==> src/rtl/control_subcmd_fillrect_pkg.sv <==
// Shared types and constants for the fill-rectangle control subcommand.
// Panel geometry defaults, address/lane widths, fill modes and the clip helper.
package control_subcmd_fillrect_pkg;

    localparam int DEF_BYTES_PER_PIXEL  = 2;
    localparam int DEF_PIXEL_WIDTH      = 64;
    localparam int DEF_PIXEL_HEIGHT     = 32;
    localparam int DEF_PIXEL_HALFHEIGHT = 16;

    // Address types must also hold the full panel extent, since width/height use them
    localparam int COL_ADDR_BITS             = $clog2(DEF_PIXEL_WIDTH + 1);
    localparam int ROW_ADDR_BITS             = $clog2(2 * DEF_PIXEL_HALFHEIGHT + 1);
    localparam int NUM_PIXELCOLORSELECT_BITS = (DEF_BYTES_PER_PIXEL > 1) ? $clog2(DEF_BYTES_PER_PIXEL) : 1;
    localparam int NUM_DATA_A_BITS           = 8;
    localparam int COLOR_BITS                = DEF_BYTES_PER_PIXEL * NUM_DATA_A_BITS;

    typedef logic [31:0]                          uint_t;
    typedef logic [COL_ADDR_BITS-1:0]             col_addr_t;
    typedef logic [ROW_ADDR_BITS-1:0]             row_addr_t;
    typedef logic [NUM_PIXELCOLORSELECT_BITS-1:0] pixel_sel_t;
    typedef logic [NUM_DATA_A_BITS-1:0]           data_t;
    typedef logic [COLOR_BITS-1:0]                color_t;

    typedef enum logic [1:0] {
        FILL_SOLID     = 2'd0,
        FILL_OUTLINE   = 2'd1,
        FILL_CHECKER   = 2'd2,
        FILL_SOLID_ALT = 2'd3
    } fill_mode_t;

    typedef enum logic [1:0] {
        ST_IDLE  = 2'd0,
        ST_SETUP = 2'd1,
        ST_WRITE = 2'd2,
        ST_DONE  = 2'd3
    } state_t;

    // Last covered index of a span, clipped to the panel; caller guarantees len >= 1
    function automatic uint_t clip_end(input uint_t start, input uint_t len, input uint_t limit);
        uint_t last;
        last = start + len - 32'd1;
        return (last > limit - 32'd1) ? (limit - 32'd1) : last;
    endfunction

endpackage

==> src/rtl/control_subcmd_fillrect_bounds.sv <==
// Combinational clip of a rectangle against the panel: inclusive end
// coordinates plus an empty flag for zero-size or fully off-panel rectangles.
module fillrect_bounds
    import control_subcmd_fillrect_pkg::*;
#(
    parameter int PIXEL_WIDTH  = DEF_PIXEL_WIDTH,
    parameter int PIXEL_HEIGHT = DEF_PIXEL_HEIGHT
) (
    input  col_addr_t x1_i,
    input  row_addr_t y1_i,
    input  col_addr_t width_i,
    input  row_addr_t height_i,
    output col_addr_t x_end_o,
    output row_addr_t y_end_o,
    output logic      empty_o
);

    uint_t x_end_u;
    uint_t y_end_u;

    assign x_end_u = clip_end(uint_t'(x1_i), uint_t'(width_i), uint_t'(PIXEL_WIDTH));
    assign y_end_u = clip_end(uint_t'(y1_i), uint_t'(height_i), uint_t'(PIXEL_HEIGHT));

    assign x_end_o = col_addr_t'(x_end_u);
    assign y_end_o = row_addr_t'(y_end_u);

    assign empty_o = (width_i == '0) || (height_i == '0)
                  || (uint_t'(x1_i) >= uint_t'(PIXEL_WIDTH))
                  || (uint_t'(y1_i) >= uint_t'(PIXEL_HEIGHT));

endmodule

==> src/rtl/control_subcmd_fillrect.sv <==
// Rectangle writer: solid, outline or checker fill into panel RAM, one byte per clock.
// Define FILLRECT_PATTERN_EN to enable checker mode and the color2 input.
module control_subcmd_fillrect
    import control_subcmd_fillrect_pkg::*;
#(
    parameter int BYTES_PER_PIXEL  = DEF_BYTES_PER_PIXEL,
    parameter int PIXEL_WIDTH      = DEF_PIXEL_WIDTH,
    parameter int PIXEL_HEIGHT     = DEF_PIXEL_HEIGHT,
    parameter int PIXEL_HALFHEIGHT = DEF_PIXEL_HALFHEIGHT,
    parameter int _UNUSED          = 0
) (
    input  logic       clk,
    input  logic       reset,
    input  logic       enable,
    input  logic       ack,
    input  fill_mode_t mode,
    input  col_addr_t  x1,
    input  row_addr_t  y1,
    input  col_addr_t  width,
    input  row_addr_t  height,
    input  color_t     color,
    input  color_t     color2,
    output row_addr_t  row,
    output col_addr_t  column,
    output pixel_sel_t pixel,
    output data_t      data_out,
    output logic       ram_write_enable,
    output logic       ram_access_start,
    output logic       done
);

    localparam pixel_sel_t PIX_LAST = pixel_sel_t'(BYTES_PER_PIXEL - 1);

    state_t     state_q, state_d;
    logic       enable_q;
    logic       load_cmd;
    col_addr_t  x1_q, width_q, x_end_q, x_end_d, col_q, col_d;
    row_addr_t  y1_q, height_q, y_end_q, y_end_d, row_q, row_d;
    fill_mode_t mode_q;
    color_t     color_q;
    pixel_sel_t pix_q, pix_d;
    data_t      data_q, data_d;
    logic       we_q, we_d, start_q, start_d, done_q, done_d;

    col_addr_t  b_x_end;
    row_addr_t  b_y_end;
    logic       b_empty;
    color_t     sel_color;
    logic       interior_row;

    logic [31:0] unused_params;
    assign unused_params = 32'(PIXEL_HALFHEIGHT + _UNUSED);

    fillrect_bounds #(
        .PIXEL_WIDTH  (PIXEL_WIDTH),
        .PIXEL_HEIGHT (PIXEL_HEIGHT)
    ) u_bounds (
        .x1_i     (x1_q),
        .y1_i     (y1_q),
        .width_i  (width_q),
        .height_i (height_q),
        .x_end_o  (b_x_end),
        .y_end_o  (b_y_end),
        .empty_o  (b_empty)
    );

    assign interior_row = (row_q != y_end_q) && (row_q != y1_q);

    always_comb begin
        state_d  = state_q;
        row_d    = row_q;
        col_d    = col_q;
        pix_d    = pix_q;
        x_end_d  = x_end_q;
        y_end_d  = y_end_q;
        we_d     = 1'b0;
        start_d  = 1'b0;
        done_d   = 1'b0;
        load_cmd = 1'b0;
        case (state_q)
            ST_IDLE: begin
                if (enable && !enable_q) begin
                    state_d  = ST_SETUP;
                    load_cmd = 1'b1;
                end
            end
            ST_SETUP: begin
                if (!enable) begin
                    state_d = ST_IDLE;
                end else if (b_empty) begin
                    state_d = ST_DONE;
                    done_d  = 1'b1;
                end else begin
                    state_d = ST_WRITE;
                    x_end_d = b_x_end;
                    y_end_d = b_y_end;
                    row_d   = b_y_end;
                    col_d   = b_x_end;
                    pix_d   = PIX_LAST;
                    we_d    = 1'b1;
                    start_d = 1'b1;
                end
            end
            ST_WRITE: begin
                if (!enable) begin
                    state_d = ST_IDLE;
                end else begin
                    we_d  = 1'b1;
                    pix_d = PIX_LAST;
                    if (pix_q != '0) begin
                        pix_d = pix_q - pixel_sel_t'(1);
                    end else if (mode_q == FILL_OUTLINE && interior_row
                                 && col_q == x_end_q && x_end_q != x1_q) begin
                        // Outline interior row: right edge done, skip straight to the left edge
                        col_d = x1_q;
                    end else if (col_q != x1_q) begin
                        col_d = col_q - col_addr_t'(1);
                    end else if (row_q != y1_q) begin
                        row_d = row_q - row_addr_t'(1);
                        col_d = x_end_q;
                    end else begin
                        we_d    = 1'b0;
                        state_d = ST_DONE;
                        done_d  = 1'b1;
                    end
                end
            end
            ST_DONE: begin
                if (ack) begin
                    state_d = ST_IDLE;
                end else begin
                    done_d = 1'b1;
                end
            end
            default: state_d = ST_IDLE;
        endcase
    end

`ifdef FILLRECT_PATTERN_EN
    color_t color2_q;
    // Colour follows the parity of the address about to be written
    assign sel_color = (mode_q == FILL_CHECKER && (row_d[0] ^ col_d[0])) ? color2_q : color_q;
`else
    logic unused_color2;
    assign unused_color2 = ^color2;
    assign sel_color     = color_q;
`endif

    data_t lane [BYTES_PER_PIXEL];
    for (genvar gi = 0; gi < BYTES_PER_PIXEL; gi++) begin : g_lane
        assign lane[gi] = sel_color[gi*NUM_DATA_A_BITS +: NUM_DATA_A_BITS];
    end

    assign data_d = we_d ? lane[pix_d] : data_q;

    always_ff @(posedge clk or posedge reset) begin
        if (reset) begin
            state_q  <= ST_IDLE;
            enable_q <= 1'b0;
            x1_q     <= '0;
            y1_q     <= '0;
            width_q  <= '0;
            height_q <= '0;
            mode_q   <= FILL_SOLID;
            color_q  <= '0;
`ifdef FILLRECT_PATTERN_EN
            color2_q <= '0;
`endif
            x_end_q  <= '0;
            y_end_q  <= '0;
            row_q    <= '0;
            col_q    <= '0;
            pix_q    <= '0;
            data_q   <= '0;
            we_q     <= 1'b0;
            start_q  <= 1'b0;
            done_q   <= 1'b0;
        end else begin
            state_q  <= state_d;
            enable_q <= enable;
            if (load_cmd) begin
                x1_q     <= x1;
                y1_q     <= y1;
                width_q  <= width;
                height_q <= height;
                mode_q   <= mode;
                color_q  <= color;
`ifdef FILLRECT_PATTERN_EN
                color2_q <= color2;
`endif
            end
            x_end_q  <= x_end_d;
            y_end_q  <= y_end_d;
            row_q    <= row_d;
            col_q    <= col_d;
            pix_q    <= pix_d;
            data_q   <= data_d;
            we_q     <= we_d;
            start_q  <= start_d;
            done_q   <= done_d;
        end
    end

    assign row              = row_q;
    assign column           = col_q;
    assign pixel            = pix_q;
    assign data_out         = data_q;
    assign ram_write_enable = we_q;
    assign ram_access_start = start_q;
    assign done             = done_q;

endmodule

==> config.mk <==
export PLATFORM = sky130hd
export DESIGN_NAME = control_subcmd_fillrect
export DESIGN_NICKNAME = d
export VERILOG_FILES = /design/src/rtl/control_subcmd_fillrect_pkg.sv /design/src/rtl/control_subcmd_fillrect_bounds.sv /design/src/rtl/control_subcmd_fillrect.sv
export SDC_FILE = /design/constraint.sdc
export NUM_CORES = 1
export LEC_CHECK = 0
export CAP_MARGIN = 30
export CORE_MARGIN = 2
export CORE_UTILIZATION = 49
export CTS_BUF_LIST = sky130_fd_sc_hd__clkbuf_4 sky130_fd_sc_hd__clkbuf_8 sky130_fd_sc_hd__clkbuf_16
export CTS_CLUSTER_DIAMETER = 80
export CTS_CLUSTER_SIZE = 25
export DETAILED_ROUTE_END_ITERATION = 7
export PLACE_DENSITY = 0.76
export SLEW_MARGIN = 0
export SYNTH_ARGS = -nofsm -noshare
export SYNTH_HDL_FRONTEND = slang
export SYNTH_SLANG_ARGS = --single-unit
==> constraint.sdc <==
create_clock -name clk -period 2.7 [get_ports clk]
set_input_delay 0.675 -clock clk [delete_from_list [all_inputs] [get_ports clk]]
set_output_delay 0.675 -clock clk [all_outputs]
set_load 0.05 [all_outputs]
## Yosys cells after proc, flatten, opt, wreduce, memory -nomap -nowiden

Cells that the tools add are included.

| storage, ports and cells | value |
|---|---|
| RAM bits | 0 |
| bits in read-only memories | 0 |
| word-level logic and storage cells | 127 |
| register bits | 85 |
| memories | 0 |
| bits in latches | 0 |
| output and inout bits | 25 |

| operators by class | value |
|---|---|
| divide/modulo/power cells | 0 |
| add/sub/neg operators | 7 |
| eq/ne operators | 23 |
| $mul | 0 |
| multiplexer cells | 56 |
| $lt $le $gt $ge | 5 |
| bitwise logic cells | 2 |
| shift-type cells | 0 |
| reduce and logical (&&, ||, !) cells | 17 |

Operators with widths:

| kind | count |
|---|---|
| $mux 7 | 8 |
| $mux 6 | 8 |
| $gt 32x5->1 const B | 1 |
| $gt 32x6->1 const B | 1 |
| $mux 8 | 3 |
| $mux 1 | 23 |
| $ne 2x2->1 const B | 9 |
| $mux 2 | 8 |
| $ne 7x7->1 | 2 |
| $pmux 7 s2 | 1 |
| $ne 3x3->1 const B | 4 |
| $ne 6x6->1 | 2 |
| $pmux 6 s2 | 1 |
| $reduce_and 6->1 | 2 |
| $sub 8x1->9 const B | 1 |
| $add 7x7->8 | 1 |
| $pmux 2 s4 | 1 |
| $reduce_and 8->1 | 1 |
| $sub 7x1->8 const B | 1 |
| $add 6x6->7 | 1 |
| $eq 7x7->1 | 1 |
| $ge 7x7->1 const B | 1 |
| $logic_not 7->1 | 1 |
| $sub 7x1->7 const B | 1 |
| other kinds (18) | 27 |

## Depth between registers and ports, before layout

| depth | value |
|---|---|
| word-level depth | 11 |
| gate-level depth with buffers | 11 |

## Hierarchy

From an unflattened synthesis, not the netlist that was laid out.

| unflattened totals | value |
|---|---|
| cells, all modules | 509 |
| area, all modules | 5268.8 um2 |

Modules (own cells, without submodules):

| module | area an instance (um2) | instances | cells an instance |
|---|---|---|---|
| control_subcmd_fillrect | 4341.7 | 1 | 380 |
| fillrect_bounds | 927.1 | 1 | 129 |

## Worst setup path before layout

OpenSTA, ideal clock, no wires.

| timing path | value |
|---|---|
| path type | register to register |
| start point | register x1_q[1] |
| end point | register col_q[0] (netlist: column[0]) |
| setup time | 121 ps |
| period minus slack after synthesis | 2872 ps |
| data required time | 2579 ps |
| data arrival time | 2751 ps |
| path buffers | 0 |
| setup slack | -172 ps |
| cell stages (with the launch flop) | 12 |
| cell sequence | dfrtp_1 inv_1 ha_1 inv_1 ha_1 fa_1 a211oi_1 o21bai_1 a32oi_1 o2111ai_1 or3b_2 a22o_1 |

| on the way | value |
|---|---|
| longest elaborated chain between the ends | 7 |
| elaborated cells on any way between the ends | 20 |
| those cells by class | 2 x add/sub; 2 x order compare; 4 x eq/ne; 8 x mux; 4 x reduce/logical |

RTL lines:

| element | line | RTL |
|---|---|---|
| start, declared | control_subcmd_fillrect.sv:37 | `col_addr_t x1_q, width_q, x_end_q, x_end_d, col_q, col_d;` |
| start signal, assigned | control_subcmd_fillrect.sv:160 | `x1_q <= '0;` |
| start signal, assigned | control_subcmd_fillrect.sv:182 | `x1_q <= x1;` |
| $add 7x7->8 | control_subcmd_fillrect_pkg.sv:41 | `last = start + len - 32'd1;` |
| $sub 8x1->9 | control_subcmd_fillrect_pkg.sv:41 |  |
| $gt 32x6->1 | control_subcmd_fillrect_pkg.sv:42 | `return (last > limit - 32'd1) ? (limit - 32'd1) : last;` |
| $mux 7 | control_subcmd_fillrect_pkg.sv:42 |  |
| $mux 7 | control_subcmd_fillrect.sv:90 | `end else if (b_empty) begin` |
| $mux 7 | control_subcmd_fillrect.sv:88 | `if (!enable) begin` |
| $pmux 7 s2 | control_subcmd_fillrect.sv:80 | `case (state_q)` |
| end signal, assigned | control_subcmd_fillrect.sv:195 | `col_q <= col_d;` |
| end, declared | control_subcmd_fillrect.sv:37 |  |

Parallel ways exist; a longest one is shown, timed or not. The select of a mux whose other input is x is not followed.
A chain may end at the register's enable or synchronous reset.

## Final worst setup path

| timing path | value |
|---|---|
| start point | register x1_q[1] |
| end point | register col_q[1] (netlist: column[1]) |

Same word-level chain as after synthesis.

==> out/results.txt <==
detailed-route DRC error count - 0
worst min path class - reg2reg
area of the core region - 10280 µm²
ratio of cells with drive above 1 in the final layout - 24.46%
effective utilization at floorplan - 50.18%
maximum fanout encountered on the critical timing path - 4
synthesized area - 5157 µm²
CP endpoint kind - flip-flop
number of warnings issued by yosys - 0
number of storage elements in the synthesis netlist - 85
placed instance count - 712
Clock Skew - 0.008226 ns
grt total ovfl - 0
Critical Path RT - 2.96 ns
average cell area after synthesis - 10.53 µm²
num rows - 37
Antenna Nets Post-Route - 0
multiplexer share of the synthesized area - 15.31%
total power draw - 0.009627 W
critical path's slowest cell - or4_1
final worst path period share - 101.2%
worst vdd rail ir drop - 860.9 µV
switching share of total power - 44.48%
run status - finished, violations left
kind of critical path - reg2reg
post-synthesis adder-cell area fraction - 8.540%
synthesis-to-finish area growth - 27.56%
area of the multi-input gates - 2780 µm²
clock network power share - 10.3%
floorplan die area - 11360 µm²
leakage power summed over all cells - 2.924 nW
count of fill cells added during filler insertion - 852
ordered cell list for the critical path - inv_2 > ha_1 > inv_1 > ha_2 > fa_2 > a211oi_2 > o21bai_1 > a32oi_1 > o2111ai_2 > or4_1 > o211a_1
delay of the slowest cell on the worst path - 0.52 ns
vias in the first global route - 4100
latest clock arrival within the worst-skew pair - 0.36 ns
Antenna diodes - 0
via count - 3938
post-CTS clock slew at the launch and capture registers of the worst setup and hold paths - 0.09 ns
post-detailed-route via-to-cell ratio - 5.372
I/O Pins - 89
global-route wire length before repair - 19.67 mm
number of violations of the max-capacitance limit - 0
post-detail-place hpwl - 8.726 mm
cell internal pwr - 0.005345 W
count of unique library cells instantiated by Yosys - 60
Port Buffers - 72
unrepaired setup endpoints after global routing - yes
Post-Route Setup TNS - -0.03141 ns
share of flip-flops with an asynchronous set or reset after synthesis - 100.0%
buffer depth of the longest clock path - 2
commonest cells after routing, fill and taps aside - dfrtp_1 (85), clkdlybuf4s50_1 (72), mux2_2 (63), inv_1 (61), buf_4 (37)
critical path buffer and inverter count - 2
number of flops mapped to enable cells by yosys - 0
last weighted congestion value of the routability-driven placer - 0.9410
non-filler instance count after layout - 733
number of failing setup endpoints in the final timing report - 1
top cells by area, synth - dfrtp_1 (41%), mux2_2 (14%), ha_1 (7.8%), xnor2_1 (5.1%), inv_1 (4.7%)
clock tree sinks - 85
number of nets in the layout - 690
Slew Limit Headroom - 65.94%
share of the synthesized area in compound gates (AO/OA/AOI/OAI) - 11.28%
number of buffers added by the clock tree synthesis step - 9
total track usage - 21.87%
dominant register cell in the synthesized netlist - dfrtp_1
TritonCTS clock tree - done
Detailed Route Iter0 Violations - 197
area leader, netlist - dfrtp_1
Vert. Die Dim - 106.6 µm
largest family of logic cells by synthesized area - multiplexers
wire per inst - 16.01 µm
area share of and/or/nand/nor cells after synthesis - 9.801%
Post-Syn Nets - 588
pin count of the biggest net entering global routing - 86
CTS H-Tree Depth - 3
first-pass iteration count of the detailed router - 5
Critical Path Source Type - flip-flop
root buffer cell - clkbuf_8
worst setup margin - -0.03141 ns
family with the most delay on the worst path - compound AO/OA/AOI/OAI gates
synthesized-area fraction occupied by xor and xnor cells - 7.302%
worst-margin pin slew - 0.5092 ns
final wirelength - 11.74 mm
Sw Pwr - 0.004282 W
Horiz. Die Dim - 106.6 µm
count of mapped cells out of synthesis - 490
power share of the combinational group - 65.4%
Hold Fails Final Rpt - 0
number of max-slew violations in the final report - 0
power density over the cells - 1463 nW/µm²
violations in the final reports - negative setup slack
data arrival time of the critical path - 2.99 ns
final period demand of the worst path - 2.731 ns
fraction of the yosys area taken by sequential cells - 41.24%
sequential group share of total power - 24.2%
max frequency - 366.1 MHz
commonest non-fill, non-tap cell in the layout - dfrtp_1
FF+latch area - 2127 µm²
area share of the largest cell type after synthesis - 41.24%
initial antenna violation count - 0
power by group through the flow:
| stage | sequential (W) | clock, W | combinational, W |
|---|---|---|---|
| after floorplan | 0.00274 | 0 | 0.00361 |
| after global placement | 0.00233 | 0 | 0.00562 |
| after detailed placement | 0.00236 | 0 | 0.00580 |
| after CTS | 0.00233 | 0.00102 | 0.00594 |
| after global routing | 0.00242 | 0.00108 | 0.00685 |
| final | 0.00233 | 0.000995 | 0.00630 |
per-layer routing:
metal  routed length, µm  track usage, %
met3                 682           4.863
met4                 166           7.421
met5                   0               0
met2                5485           34.39
met1                5401           30.01
Yosys cell counts, types with 3 or more instances:
library cell  instances
nor2_1               26
inv_1                64
or2_1                 3
nor4_1                5
a21oi_1              14
mux2i_1               8
nand3b_1              4
nand2b_1              3
ha_1                 32
nor3_1                6
mux2_2               63
xor2_1               13
nand3_1              12
o22a_1                5
o211a_1               3
dfrtp_1              85
and3_1                3
nand2_1              13
a21o_1                4
o221ai_1              4
a211oi_1              5
buf_2                 4
o211ai_1              3
nor2b_1               5
nand4_1               7
clkbuf_1             13
xnor2_1              30
o21ai_0              12
worst reg2reg max path, cell delays in order (launching register included):
cell	delay (ns)
dfrtp_1	0.37
inv_2	0.04
ha_1	0.26
inv_1	0.04
ha_2	0.19
fa_2	0.35
a211oi_2	0.18
o21bai_1	0.10
a32oi_1	0.23
o2111ai_2	0.20
or4_1	0.52
o211a_1	0.14
per-stage QoR:
step / setup WS, ns / cell area, µm² / hold WS (ns) / util, %
2_1_floorplan: -0.07316 / 5170 / 0.4712 / -
3_3_place_gp: -0.05580 / 6245 / 0.4814 / 60.76
3_5_place_dp: -0.1033 / 6245 / 0.4857 / 60.76
4_1_cts: -0.01965 / 6497 / 0.5053 / 63.22
5_1_grt: -0.1122 / 6579 / 0.5244 / 64.01
6_report: -0.03141 / 6579 / 0.5032 / 64.01
layout make-up:
class	count	area share [%]
timing repair buffer	111	15.79
clock buffer	10	1.997
tap	136	2.587
clock inverter	6	1.331
inverter	64	3.709
multi-input combinational	321	42.26
sequential	85	32.33
flip-flops by register name (all words and copies together), names as in the netlist:
signal,cells
color_q,16
data_out,8
column,7
width_q,7
x1_q,7
x_end_q,7
height_q,6
row,6
y1_q,6
y_end_q,6
mode_q,2
state_q,2
done,1
enable_q,1
pixel,1
ram_access_start,1
ram_write_enable,1
cells by family after synthesis:
group	Yosys count
simple gates	97
flops	85
xor+xnor	43
mux	71
buf+inv	84
fa+ha+maj	34
compound gates	76
path summary, 6_finish.rpt:
check / from / end / slack, ns / cells past startpoint
hold / removal: mode_q[0] / mode_q[0] / 0.50 / 1
hold reg to reg: mode_q[0] / mode_q[0] / 0.50 / 1
max in group asynchronous: reset / y_end_q[1] / 1.54 / 3
setup / recovery: x1_q[1] / column[1] / -0.03 / 11
setup reg to reg: x1_q[1] / column[1] / -0.03 / 11
min in group asynchronous: reset / x1_q[4] / 0.76 / 3
repair_timing:
| action | in CTS | in global routing |
|---|---|---|
| hold buffers | 0 | 0 |
| setup endpoints to repair | 4 | 18 |
| setup buffers | 2 | 3 |
| resized for setup | 5 | 15 |
| pin swaps | 2 | 10 |
Note: power is estimated with default switching activity, not from simulation.
